===== src/rtl/md5_guess_generator.sv =====
// Brute-force candidate enumerator for an MD5 cracking pipeline: walks every
// string over [char_lo..char_hi] for lengths start_len..end_len in odometer order.
module md5_guess_generator #(
    parameter int MAX_LEN = 15
) (
    input  logic         clk,
    input  logic         reset,
    input  logic         start,
    input  logic [3:0]   start_len,
    input  logic [3:0]   end_len,
    input  logic [7:0]   char_lo,
    input  logic [7:0]   char_hi,
    input  logic         stall,
    output logic [127:0] guess,
    output logic [3:0]   guesslen,
    output logic         guess_valid,
    output logic         busy,
    output logic         done,
    output logic         cfg_err,
    output logic [47:0]  guess_count
);

    typedef enum logic [1:0] {IDLE, RUN, DONE} state_t;

    localparam logic [3:0] MAX_L = 4'(MAX_LEN);

    state_t       state;
    state_t       state_nxt;
    logic [3:0]   end_len_q;
    logic [7:0]   lo_q;
    logic [7:0]   hi_q;
    logic         accept;
    logic         illegal;
    logic         consume;
    logic         last;
    logic         carry;
    logic [127:0] step_guess;
    logic [3:0]   step_len;

    // Positions 0..len-1 set to ch, the rest zero.
    function automatic logic [127:0] fill(input logic [3:0] len, input logic [7:0] ch);
        logic [127:0] g;
        g = '0;
        for (int i = 0; i < 16; i++) begin
            if (i < int'(len)) g[127-8*i -: 8] = ch;
        end
        return g;
    endfunction

    assign accept  = start && (state != RUN);
    assign illegal = (start_len == 4'd0) || (end_len > MAX_L) ||
                     (start_len > end_len) || (char_lo > char_hi);
    assign consume = (state == RUN) && !stall;

    // Odometer step: ripple a carry from the rightmost active byte leftwards.
    // Comparing against char_hi before incrementing avoids any 0xFF overflow.
    always_comb begin
        step_guess = guess;
        carry      = 1'b1;
        for (int i = 15; i >= 0; i--) begin
            if ((i < int'(guesslen)) && carry) begin
                if (guess[127-8*i -: 8] == hi_q) begin
                    step_guess[127-8*i -: 8] = lo_q;
                end else begin
                    step_guess[127-8*i -: 8] = guess[127-8*i -: 8] + 8'd1;
                    carry = 1'b0;
                end
            end
        end
        step_len = guesslen;
        last     = 1'b0;
        if (carry) begin
            last       = (guesslen == end_len_q);
            step_len   = guesslen + 4'd1;
            step_guess = fill(step_len, lo_q);
        end
    end

    always_ff @(posedge clk or posedge reset) begin
        if (reset) state <= IDLE;
        else       state <= state_nxt;
    end

    always_comb begin
        state_nxt = state;
        case (state)
            IDLE, DONE: if (accept) state_nxt = illegal ? DONE : RUN;
            RUN:        if (consume && last) state_nxt = DONE;
            default:    state_nxt = IDLE;
        endcase
    end

    always_comb begin
        busy        = (state == RUN);
        guess_valid = (state == RUN);
        done        = (state == DONE);
    end

    always_ff @(posedge clk or posedge reset) begin
        if (reset) begin
            guess       <= '0;
            guesslen    <= '0;
            guess_count <= '0;
            cfg_err     <= 1'b0;
            end_len_q   <= '0;
            lo_q        <= '0;
            hi_q        <= '0;
        end else if (accept) begin
            guess_count <= '0;
            cfg_err     <= illegal;
            end_len_q   <= end_len;
            lo_q        <= char_lo;
            hi_q        <= char_hi;
            if (!illegal) begin
                guess    <= fill(start_len, char_lo);
                guesslen <= start_len;
            end
        end else if (consume) begin
            guess_count <= guess_count + 48'd1;
            if (!last) begin
                guess    <= step_guess;
                guesslen <= step_len;
            end
        end
    end

endmodule


===== config.mk =====
export PLATFORM = sky130hd
export DESIGN_NAME = md5_guess_generator
export DESIGN_NICKNAME = d
export VERILOG_FILES = /design/src/rtl/md5_guess_generator.sv
export SDC_FILE = /design/constraint.sdc
export NUM_CORES = 1
export LEC_CHECK = 0
export CELL_PAD_IN_SITES_DETAIL_PLACEMENT = 2
export CELL_PAD_IN_SITES_GLOBAL_PLACEMENT = 2
export CORE_ASPECT_RATIO = 0.75
export CORE_MARGIN = 2
export CORE_UTILIZATION = 36
export CTS_CLUSTER_DIAMETER = 40
export CTS_CLUSTER_SIZE = 28
export DETAILED_ROUTE_END_ITERATION = 16
export PLACE_DENSITY_LB_ADDON = 0.1
export SLEW_MARGIN = 30
export SYNTH_ARGS = -nofsm -noshare
export SYNTH_HDL_FRONTEND = slang
export SYNTH_SLANG_ARGS = --single-unit

===== constraint.sdc =====
create_clock -name clk -period 14.9 [get_ports clk]
set_clock_uncertainty 0.15 [all_clocks]
set_input_delay 3.725 -clock clk [delete_from_list [all_inputs] [get_ports clk]]
set_output_delay 3.725 -clock clk [all_outputs]
set_load 0.02 [all_outputs]

## After elaboration in Yosys (flattened, before gate mapping)

Index checks and enable logic that the tools add are counted.

- Bits in registers: 203
- Input port bits: 28
- Output and inout bits: 184
- Word-level logic and storage cells: 276

- Add/sub/neg operators: 17
- $lt $le $gt $ge: 48
- Equality and inequality tests: 23
- Mux-type cells: 107
- Reduce and logical (&&, ||, !) cells: 58

Operator list:

| kind | count |
|---|---|
| $mux 128 | 5 |
| $mux 8 | 60 |
| $add 8x1->8 const B | 15 |
| $eq 8x8->1 | 15 |
| $mux 48 | 2 |
| $lt 4x4->1 const A | 21 |
| $reduce_and 4->1 | 16 |
| $add 48x1->48 const B | 1 |
| $lt 3x4->1 const A | 12 |
| $reduce_bool 3->1 | 15 |
| $mux 1 | 31 |
| $lt 1x4->1 const A | 6 |
| $lt 2x4->1 const A | 6 |
| $mux 4 | 5 |
| $logic_and 1x1->1 | 17 |
| $gt 8x8->1 | 1 |
| $mux 2 | 3 |
| $ne 2x2->1 const B | 3 |
| $add 4x1->4 const B | 1 |
| $eq 4x4->1 | 1 |
| $gt 4x4->1 | 1 |
| $gt 4x4->1 const B | 1 |
| $logic_not 4->1 | 1 |
| $ne 2x1->1 const B | 2 |
| 9 further kinds | 12 |

## Logic depth before layout (Yosys ltp)

Gate-level depths: netlist of run 1.

- Depth after elaboration: 35
- Gate-level depth with buffers: 14
- Depth with buffers taken out: 11

## Worst setup path before layout of run 1

No wires, ideal clock.

- Kind: input to register
- Start point: input port start_len[0]
- End point: register guess[40]
- Library setup time: 129 ps
- Arrival: 6078 ps
- Required time: 14621 ps
- Setup slack: 8543 ps
- Stages on the path: 13
- Path buffers: 3
- Path through: clkbuf_1 > inv_1 > ha_1 > and4_1 > a21oi_1 > a211oi_1 > a21oi_1 > a31o_2 > buf_2 > a21oi_1 > buf_2 > mux2i_1 > o21ai_0

- Longest elaborated chain between the ends: 6
- Elaborated cells between the ends (all ways): 11
- Those cells by class: order compare (2); eq/ne (1); mux (3); reduce/logical (5)

RTL lines:

| item | RTL line | RTL |
|---|---|---|
| start, declared | 9 | `input logic [3:0] start_len,` |
| parallel branches: the longest is 6 deep, another holds $gt 4x4->1 | n/a |  |
| end signal, assigned | 115 | `guess <= fill(start_len, char_lo);` |
| end signal, assigned | 121 | `guess <= step_guess;` |
| end, declared | 14 | `output logic [127:0] guess,` |

Parallel ways; which one is timed is not known. The select of a mux whose other input is x is not followed.
A chain may end at the register's enable or synchronous reset.

## Worst setup path after layout of run 1

- Start point: input port start_len[1]
- End point: register guess[82]

Same word-level chain as after synthesis.

==> out/qor.yml, run 1 <==
dp.final_hpwl_mm: 52.66
cts_sinks: 195
antenna_left: 0
ir_drop_v: 0.0001079
leakagePower_nw: 7.364
tightest_slew_ns: 1.197
p_per_area_nw_per_um2: 211.6
grt_util_all_layers_pct: 34.59
final_core_util_pct: 44.20
core_area_um2: 41000
vias: 16130
path_cells: "clkdlybuf4s50_1 -> ha_1 -> nor2b_1 -> o211ai_1 -> a21oi_1 -> a211oi_1 -> a21oi_1 -> a31o_2 -> a21oi_2 -> o21ai_0 -> a22o_1"
status: "completed"
reg2reg_setup_slack_ns: 8.55
register_area_um2: 4882
cts_hold_buf: 0
netlist_instances: 1852
critPathCaptureType: "flip-flop"
ys_seq_area_share_pct: 32.48
cts_tree: "done"
cp_common_cell: "a21oi_1"
synth_edf_count: 0
fin_crit_sh_pct: 51.13
vias_per_cell: 6.279
synth_seq_cells: 195
yosys-top-cells-count: "nand2_1 (197), dfrtp_1 (195), nor2_1 (194)"
ys_types: 76
synth.avg_cell_area_um2: 8.113
path_clk_slew_ns: 0.08
cts_made_buffers: 17
final.setup.tns_ns: 0
dieArea_um2: 43400
drt_iter0_markers: 1370
cp_max_fo: 16
synth_ff_type: "dfrtp_1"
slew_viol_final: 0
drt_pre_antenna_iters: 6
synth.area.top_cells: "dfrtp_1 (32%), xor2_1 (9.6%), nand2_1 (4.9%), nor2_1 (4.8%), xnor2_1 (4.0%)"
crit_path_max_incr_delay_ns: 0.97
drc_errors: 0
netlist_area_um2: 15030
arrival_ns: 7.83
gr-total-overflow: 0
syn2layout_area_growth_pct: 20.62
grt_pass1_vias: 17020
cts_setup_buffers: 0
critPathTopFamily: "compound AO/OA/AOI/OAI gates"
fill_cells: 4621
clockRootBuffer: "clkbuf_16"
antenna_found_initial: 1
die_w_um: 239.9
yosysWarnings: 0
drt-total-wl_mm: 74.20
hold_class: "flip-flop to flip-flop"
relSlewSlack_pct: 19.47
fin_ws_ns: 7.282
critPathBufInv: 1
fmax_mhz: 131.3
initial_core_util_pct: 36.65
clockBufferDepth: 2
final.min_clock_period_ns: 7.618
hold_violations: 0
pre_cts_slack_ns: 6.886
globalplace.congestion: 0.9173
insertion_delay_ns: 0.48
die_height_um: 180.9
htreeDepth: 4
final_nets: 2055
grt_pass1_wl_mm: 112.6
setup_viol: 0
cp_slowest_cell: "clkdlybuf4s50_1"
row_count: 64
cap_violations: 0
multiInputGateArea_um2: 9445
cts_resized: 0
ios: 212
required_ns: 15.11
yosysMostFrequentCell: "nand2_1"
worst-setup-path-type: "primary input to flip-flop"
grt_max_degree: 70
async_reset_ff_share_pct: 100.0
io_buffer_count: 203
diodes: 0
netlist.area_leader.share_pct: 32.48
yosys.area.top_type: "dfrtp_1"
detail_route.wl_per_cell_um: 28.88
worstSetupStartpointType: "primary input"
rsz0062_at_grt: "no"
drive_gt1_share_pct: 7.171
[layer usage]
| layer | vias up | wire [µm] | global-route usage, % |
|---|---|---|---|
| li1 | 6913 | - | - |
| met1 | 8332 | 32960 | 48.52 |
| met2 | 737 | 32160 | 51.30 |
| met3 | 150 | 6366 | 8.541 |
| met4 | 0 | 2718 | 12.62 |
| met5 | - | 0 | 0 |
[cell families (layout without fill, tap and decap cells)]
| group | count (synthesis) | in the layout | synth area share [%] |
|---|---|---|---|
| AND/OR/NAND/NOR | 669 | 669 | 21.04 |
| AO/OA/AOI/OAI | 508 | 508 | 21.93 |
| XOR/XNOR | 234 | 234 | 13.64 |
| flip-flops | 195 | 195 | 32.48 |
| buffers and inverters | 171 | 320 | 5.271 |
| multiplexers | 43 | 43 | 3.039 |
| adder cells (fa/ha/maj) | 31 | 31 | 2.581 |
| other | 1 | 8 | 0.02496 |
[worst register-to-register path: stages (launching register included)]
cell and delay (ns):
dfrtp_1 0.69, buf_4 0.43, xor2_1 0.16, nor4_1 0.98
a211oi_1 0.40, a211oi_1 0.56, nand3_2 0.43, o21ai_4 0.79
buf_4 0.55, o21a_1 0.58, nand2_1 0.28, o21ai_0 0.26
[layout by cell type, fill, tap and decap left out, types with 10 or more instances in the layout]
master	count
a211oi_1	16
a21oi_1	107
a221oi_1	14
a2bb2oi_1	12
a31oi_1	47
and2_1	14
and3_1	44
buf_4	42
clkbuf_16	17
clkdlybuf4s50_1	203
dfrtp_1	193
ha_1	31
inv_1	41
mux2_2	21
mux2i_1	22
nand2_1	196
nand3_1	93
nand4_1	20
nor2_1	193
nor2b_1	10
nor3_1	16
nor4_1	23
o211ai_1	21
o21ai_0	120
o22ai_1	44
o31ai_1	13
o32ai_1	10
or3_1	13
xnor2_1	69
xor2_1	165
[registers in the layout, summed over array words and instances, names as in the netlist]
register / cells
guess: 120
guess_count: 48
hi_q: 8
lo_q: 8
end_len_q: 4
guesslen: 4
state: 2
cfg_err: 1
[area by class of cell]
class / instances / share of cell area (%)
Clock inverter: 13 / 0.6282
Sequential cell: 195 / 26.94
Timing Repair Buffer: 247 / 13.17
Inverter: 42 / 0.9113
Multi-Input combinational cell: 1493 / 52.12
Tap cell: 561 / 3.873
Clock buffer: 18 / 2.368
[metrics by stage]
stage	cell area (µm²)	hold WS [ns]	total power, mW	instances
after CTS	18070	0.3630	3.787	2568
after floorplan	15050	0.3168	2.332	1859
after detailed placement	17530	0.3427	3.301	2537
after global routing	18120	0.3953	4.047	2569
after global placement	17520	0.3331	3.204	2537
final	18120	0.3629	3.836	2569
[report_power, final]
group / switching (mW) / internal (mW)
clock: 0.239 / 0.229
combinational: 1.39 / 0.876
sequential: 0.397 / 0.703
[path summary, 6_finish.rpt]
| kind | startpoint | end | depth (start not counted) |
|---|---|---|---|
| worst max register to register | hi_q[3] | guess[50] | 11 |
| max in group asynchronous | reset | hi_q[0] | 4 |
| worst min-delay path | end_len_q[0] | end_len_q[0] | 2 |
| min in group asynchronous | reset | guess[39] | 2 |
| worst min register to register | end_len_q[0] | end_len_q[0] | 2 |
| worst max-delay path | start_len[1] | guess[82] | 11 |
(Power assumes the default switching activity.)
==> inputs of run 2 (changes only) <==
- CORE_UTILIZATION: 36 -> 33
- clock period: 14.9 -> 7.3 ns (I/O delays scaled with it)
==> out/qor.yml, run 2 (synthesis gave the netlist of run 1 again) <==
status: "completed"  # unchanged
cp_max_fo: 37  # was 16
grt_pass1_wl_mm: 111.0  # was 112.6 mm
globalplace.congestion: 0.8786  # was 0.9173
pwr-share-comb_pct: 55.9  # was 59.1%
largest_reg_flops: 120  # unchanged
die_height_um: 188.8  # was 180.9 µm
p_seq_share_pct: 30.1  # was 28.7%
top_regs: "guess (120), guess_count (48)"  # unchanged
pwr-share-clk_pct: 14.0  # was 12.2%
leakagePower_nw: 7.431  # was 7.364 nW
drt_pre_antenna_iters: 5  # was 6
cap_violations: 0  # unchanged
slew_viol_final: 0  # unchanged
stdcell_area_um2: 18280  # was 18120 µm²
multiInputGateArea_um2: 9443  # was 9445 µm²
worst-setup-path-type: "flip-flop to flip-flop"  # was primary input to flip-flop
fin_crit_sh_pct: 76.22
endpoint: "guess[54]"  # was guess[82]
register_area_um2: 4886  # was 4882 µm²
switching_share_pct: 51.52  # was 52.87%
initial_core_util_pct: 33.57  # was 36.65%
fill_cells: 5048  # was 4621
setup_viol: 0  # unchanged
drc_errors: 0  # unchanged
finalNonFillerCells: 2597  # was 2569
reg2reg_depth: 10  # was 11
diodes: 0  # unchanged
grt_pass1_vias: 16430  # was 17.02k
drt_iter0_markers: 1367  # was 1370
detail_route.wl_per_cell_um: 28.37  # was 28.88 µm
total_power_mw: 7.924  # was 3.836 mW
dp.final_hpwl_mm: 53.18  # was 52.66 mm
gr-total-overflow: 0  # unchanged
arrival_ns: 5.81  # was 7.83 ns
clockBufferDepth: 2  # unchanged
drive_gt1_share_pct: 7.360  # was 7.171%
cts_hold_buf: 0  # unchanged
layout_common_cells: "clkdlybuf4s50_1 (203), nand2_1 (196), nor2_1 (193)"  # was clkdlybuf4s50_1 (203), nand2_1 (196), nor2_1 (193), dfrtp_1 (193), xor2_1 (165)
dieArea_um2: 47270  # was 43400 µm²
antenna_found_initial: 0  # was 1
largest_register: "guess"  # unchanged
fmax_mhz: 179.7
vias: 15950  # was 16.13k
ios: 212  # unchanged
io_buffer_count: 203  # unchanged
rsz0062_at_grt: "no"  # unchanged
cts_tree: "done"  # unchanged
dp.cells: 2565  # was 2537
rr_startpoint: "hi_q[7]"  # was hi_q[3]
internal-power_mw: 3.841  # was 1.808 mW
path_clk_slew_ns: 0.08  # about the same
tightest_slew_ns: 1.075  # was 1.197 ns
insertion_delay_ns: 0.48  # about the same
cts_made_buffers: 17  # unchanged
required_ns: 7.54  # was 15.11 ns
final.min_clock_period_ns: 5.564
critPathCaptureType: "flip-flop"  # unchanged
worstReg2RegEnd: "guess[54]"  # was guess[50]
cts_sinks: 195  # unchanged
power.net_switching_mw: 4.082  # was 2.028 mW
antenna_left: 0  # unchanged
vias_per_cell: 6.140  # was 6.279
hold_class: "flip-flop to flip-flop"  # unchanged
core_area_um2: 44770  # was 41000 µm²
grt_util_all_layers_pct: 31.01  # was 34.59%
die_w_um: 250.4  # was 239.9 µm
ir_drop_v: 0.0002066  # was 0.0001079 V
clockRootBuffer: "clkbuf_16"  # unchanged
mostFrequentLayoutCell: "clkdlybuf4s50_1"  # unchanged
grt_max_degree: 105  # was 70
final_nets: 2057  # was 2055
final.setup.tns_ns: 0  # unchanged
cts_resized: 0  # unchanged
p_per_area_nw_per_um2: 433.5  # was 211.6 nW/µm²
reg2reg_setup_slack_ns: 1.74  # was 8.55 ns
cts_setup_buffers: 0  # unchanged
hold_violations: 0  # unchanged
drt-total-wl_mm: 73.67  # was 74.20 mm
syn2layout_area_growth_pct: 21.66  # was 20.62%
relSlewSlack_pct: 28.32  # was 19.47%
crit_start: "hi_q[7]"  # was start_len[1]
htreeDepth: 4  # unchanged
final_core_util_pct: 40.84  # was 44.20%
row_count: 67  # was 64
worstSetupStartpointType: "flip-flop"  # was primary input
place_area_um2: 17610  # was 17530 µm²
[run 2: cell types whose count changed in the layout (fill, tap and decap cells not counted), sizes merged]
| cell | change |
|---|---|
| clkbuf | +2 |
| bufinv | +4 |
| clkinvlp | -2 |
| clkinv | -3 |
| buf | +2 |
[run 2: how the worst min path moves through the flow]
| stage | startpoint | end | slack [ns] | cells past startpoint |
|---|---|---|---|---|
| after floorplan | end_len_q[0] | end_len_q[0] | 0.32 | 2 |
| after global placement | end_len_q[0] | end_len_q[0] | 0.34 | 2 |
| after detailed placement | state[0] | state[0] | 0.36 | 1 |
| after CTS | state[0] | state[0] | 0.37 | 1 |
| after global routing | state[0] | state[0] | 0.40 | 1 |
| final | state[0] | state[0] | 0.38 | 1 |
[run 2: power groups by stage]
stage	registers (mW)	clock network (mW)	logic, mW
final	2.39	1.11	4.43
after global routing	2.44	1.16	4.76
after CTS	2.37	1.13	4.38
after detailed placement	2.38	0	4.35
after global placement	2.35	0	4.20
after floorplan	2.28	0	2.48
[run 2: layout make-up]
| type | count | share of cell area (%) |
|---|---|---|
| timing repair buffer | 249 | 13.14 |
| tap | 586 | 4.011 |
| inverter | 42 | 0.9035 |
| multi-input combinational | 1493 | 51.66 |
| sequential | 195 | 26.73 |
| clock inverter | 12 | 1.116 |
| clock buffer | 20 | 2.444 |
[run 2: per-stage QoR]
| step | setup slack (ns) | hold WS (ns) |
|---|---|---|
| CTS | 2.014 | 0.3734 |
| floorplan | 0.01275 | 0.3168 |
| global route | 1.658 | 0.3974 |
| global placement | 1.695 | 0.3414 |
| detailed placement | 1.592 | 0.3616 |
| finish | 1.736 | 0.3832 |
[run 2: critical path, stage by stage (launching register included)]
cell      delay [ns]
dfrtp_2         0.96
xor2_1          0.16
nor4_1          0.86
a211oi_1        0.32
a211oi_1        0.48
nand3_2         0.39
o21ai_4         0.75
buf_12          0.30
o21a_1          0.53
nand2_1         0.26
o21ai_0         0.26
[run 2: routing by layer]
layer	up-vias	part of all wire (%)	global-route usage, %
met5	-	0	0
met4	0	2.6	8.429
met3	100	5.3	4.186
met2	523	44	47.36
met1	8392	48	45.64
li1	6930	-	-
==> inputs of run 3 (changes only) <==
- CORE_UTILIZATION: 33 -> 30
- clock period: 7.3 -> 4.5 ns (I/O delays scaled with it)
==> out/qor.yml, run 3 (synthesis gave the netlist of run 1 again) <==
status: "completed"  # unchanged
cts_made_buffers: 17  # unchanged
cp_max_fo: 22  # was 37
stdcell_area_um2: 19150  # was 18280 µm²
whs_path_depth: 2  # was 1
htreeDepth: 4  # unchanged
cp_common_cell: "buf_12"  # was a211oi_1
p_per_area_nw_per_um2: 701.4  # was 433.5 nW/µm²
clockBufferDepth: 2  # unchanged
cts_tree: "done"  # unchanged
rr_startpoint: "hi_q[1]"  # was hi_q[7]
fin_ws_ns: 0.3013  # was 1.736 ns
cap_violations: 0  # unchanged
die_w_um: 262.4  # was 250.4 µm
worst-setup-path-type: "flip-flop to flip-flop"  # unchanged
arrival_ns: 4.44  # was 5.81 ns
grt_pass1_vias: 17120  # was 16.43k
grt_pass1_wl_mm: 114.4  # was 111.0 mm
critPathBufInv: 3  # was 1
antenna_left: 0  # unchanged
top_layer: "met5"  # was met4
critPathCaptureType: "flip-flop"  # unchanged
drt_pre_antenna_iters: 7  # was 5
reg2reg_depth: 12  # was 10
register_area_um2: 4882  # was 4886 µm²
drc_errors: 0  # unchanged
vias: 16230  # was 15.95k
grt_max_degree: 137  # was 105
io_buffer_count: 203  # unchanged
drive_gt1_share_pct: 11.11  # was 7.360%
worstHoldEndpoint: "end_len_q[0]"  # was state[0]
vias_per_cell: 5.908  # was 6.140
row_count: 70  # was 67
final_nets: 2144  # was 2057
largest_reg_flops: 120  # unchanged
dp.cells: 2714  # was 2565
tightest_slew_ns: 1.032  # was 1.075 ns
cp_slowest_cell: "dfrtp_1"  # was dfrtp_2
top_regs: "guess (120), guess_count (48)"  # unchanged
drt-total-wl_mm: 77.90  # was 73.67 mm
total_power_mw: 13.43  # was 7.924 mW
hold_class: "flip-flop to flip-flop"  # unchanged
path_clk_slew_ns: 0.08  # about the same
dieArea_um2: 51910  # was 47270 µm²
ir_drop_v: 0.0003259  # was 0.0002066 V
core_area_um2: 49130  # was 44770 µm²
final.setup.tns_ns: 0  # unchanged
relSlewSlack_pct: 31.22  # was 28.32%
cts_sinks: 195  # unchanged
leakagePower_nw: 7.906  # was 7.431 nW
die_height_um: 197.8  # was 188.8 µm
largest_register: "guess"  # unchanged
clockRootBuffer: "clkbuf_16"  # unchanged
rsz0062_at_grt: "no"  # unchanged
path_cells: "buf_4 -> xor2_1 -> nor4_4 -> nand2_2 -> a221oi_2 -> o2111ai_4 -> o21ai_4 -> buf_12 -> o21a_1 -> buf_12 -> nand2_1 -> o21ai_0"  # was xor2_1 -> nor4_1 -> a211oi_1 -> a211oi_1 -> nand3_2 -> o21ai_4 -> buf_12 -> o21a_1 -> nand2_1 -> o21ai_0
dp.final_hpwl_mm: 57.32  # was 53.18 mm
initial_core_util_pct: 30.58  # was 33.57%
antenna_found_initial: 4  # was 0
worstSetupStartpointType: "flip-flop"  # unchanged
grt_util_all_layers_pct: 29.58  # was 31.01%
holdWs_ns: 0.3775  # was 0.3832 ns
required_ns: 4.74  # was 7.54 ns
globalplace.congestion: 0.9102  # was 0.8786
final.min_clock_period_ns: 4.199  # was 5.564 ns
finalNonFillerCells: 2747  # was 2597
reg2reg_setup_slack_ns: 0.30  # was 1.74 ns
ios: 212  # unchanged
drt-met1-wl_mm: 36.66  # was 35.25 mm
dr_wl_met2_mm: 33.78  # was 32.59 mm
fin_crit_sh_pct: 93.30  # was 76.22%
setup_viol: 0  # unchanged
place_area_um2: 18420  # was 17610 µm²
final_core_util_pct: 38.97  # was 40.84%
gr-total-overflow: 0  # unchanged
crit_path_max_incr_delay_ns: 0.66  # was 0.96 ns
cts_setup_buffers: 0  # unchanged
pre_cts_slack_ns: 0.03198  # was 1.592 ns
syn2layout_area_growth_pct: 27.42  # was 21.66%
layout_common_cells: "clkdlybuf4s50_1 (203), nand2_1 (196), dfrtp_1 (193)"  # was clkdlybuf4s50_1 (203), nand2_1 (196), nor2_1 (193)
mostFrequentLayoutCell: "clkdlybuf4s50_1"  # unchanged
min_from: "end_len_q[0]"  # was state[0]
worstReg2RegEnd: "guess[55]"  # was guess[54]
hold_violations: 0  # unchanged
insertion_delay_ns: 0.49  # was 0.48 ns
slew_viol_final: 0  # unchanged
met3_length_mm: 5.246  # was 3.918 mm
multiInputGateArea_um2: 9430  # was 9443 µm²
fill_cells: 5502  # was 5048
detail_route.wl_per_cell_um: 28.36  # was 28.37 µm
critPathTopFamily: "compound AO/OA/AOI/OAI gates"  # unchanged
drt_iter0_markers: 1335  # was 1367
fmax_mhz: 238.2  # was 179.7 MHz
[run 3: changes by cell type in the layout (fill, tap and decap cells not counted), moves of 3 or more]
cell,before,now
dfrtp_2,5,2
o21ai_2,5,1
dfrtp_1,190,193
buf_12,2,9
buf_4,44,124
o21ai_1,6,10
[run 3: final cells by class]
| class | count | area share [%] |
|---|---|---|
| inverter | 42 | 0.8430 |
| tap | 648 | 4.235 |
| multi-input combinational | 1493 | 49.25 |
| antenna | 1 | 0.01307 |
| sequential | 195 | 25.50 |
| clock inverter | 12 | 1.300 |
| timing repair buffer | 336 | 16.42 |
| clock buffer | 20 | 2.438 |
[run 3: what timing repair did]
action / CTS / global route
endpoints found under the setup margin: 0 / 26
hold buffers: 0 / 0
resized for setup: 0 / 2
[run 3: layer usage]
layer	vias to the layer above	global-route usage, %
met4	2	9.791
met2	512	44.85
met3	112	6.716
met5	-	0
met1	8488	41.47
li1	7115	-
[run 3: worst register-to-register path: cells and delay by family (launching register included)]
family / cells / cell delay, ns
compound gates: 5 / 1.72
simple gates: 3 / 0.77
buf+inv: 3 / 0.68
flops: 1 / 0.66
xor+xnor: 1 / 0.14
[run 3: how the worst max path moves through the flow]
stage / cells after the start / slack [ns] / start / end
2_1_floorplan: 1 / 0.71 / reset / cfg_err
3_3_place_gp: 14 / 0.11 / char_lo[6] / guess[126]
3_5_place_dp: 15 / 0.03 / char_hi[3] / guess[122]
4_1_cts: 11 / 0.14 / hi_q[1] / guess[118]
5_1_grt: 11 / 0.11 / hi_q[7] / guess[40]
6_report: 12 / 0.30 / hi_q[1] / guess[55]
[run 3: report_power, final]
group          total, mW  switching [mW]  leakage [nW]  internal (mW)
logic               7.84            4.65          5.08           3.19
clock network       1.99           0.838         0.347           1.15
registers           3.60            1.28          2.48           2.33
total               13.4            6.77          7.91           6.66
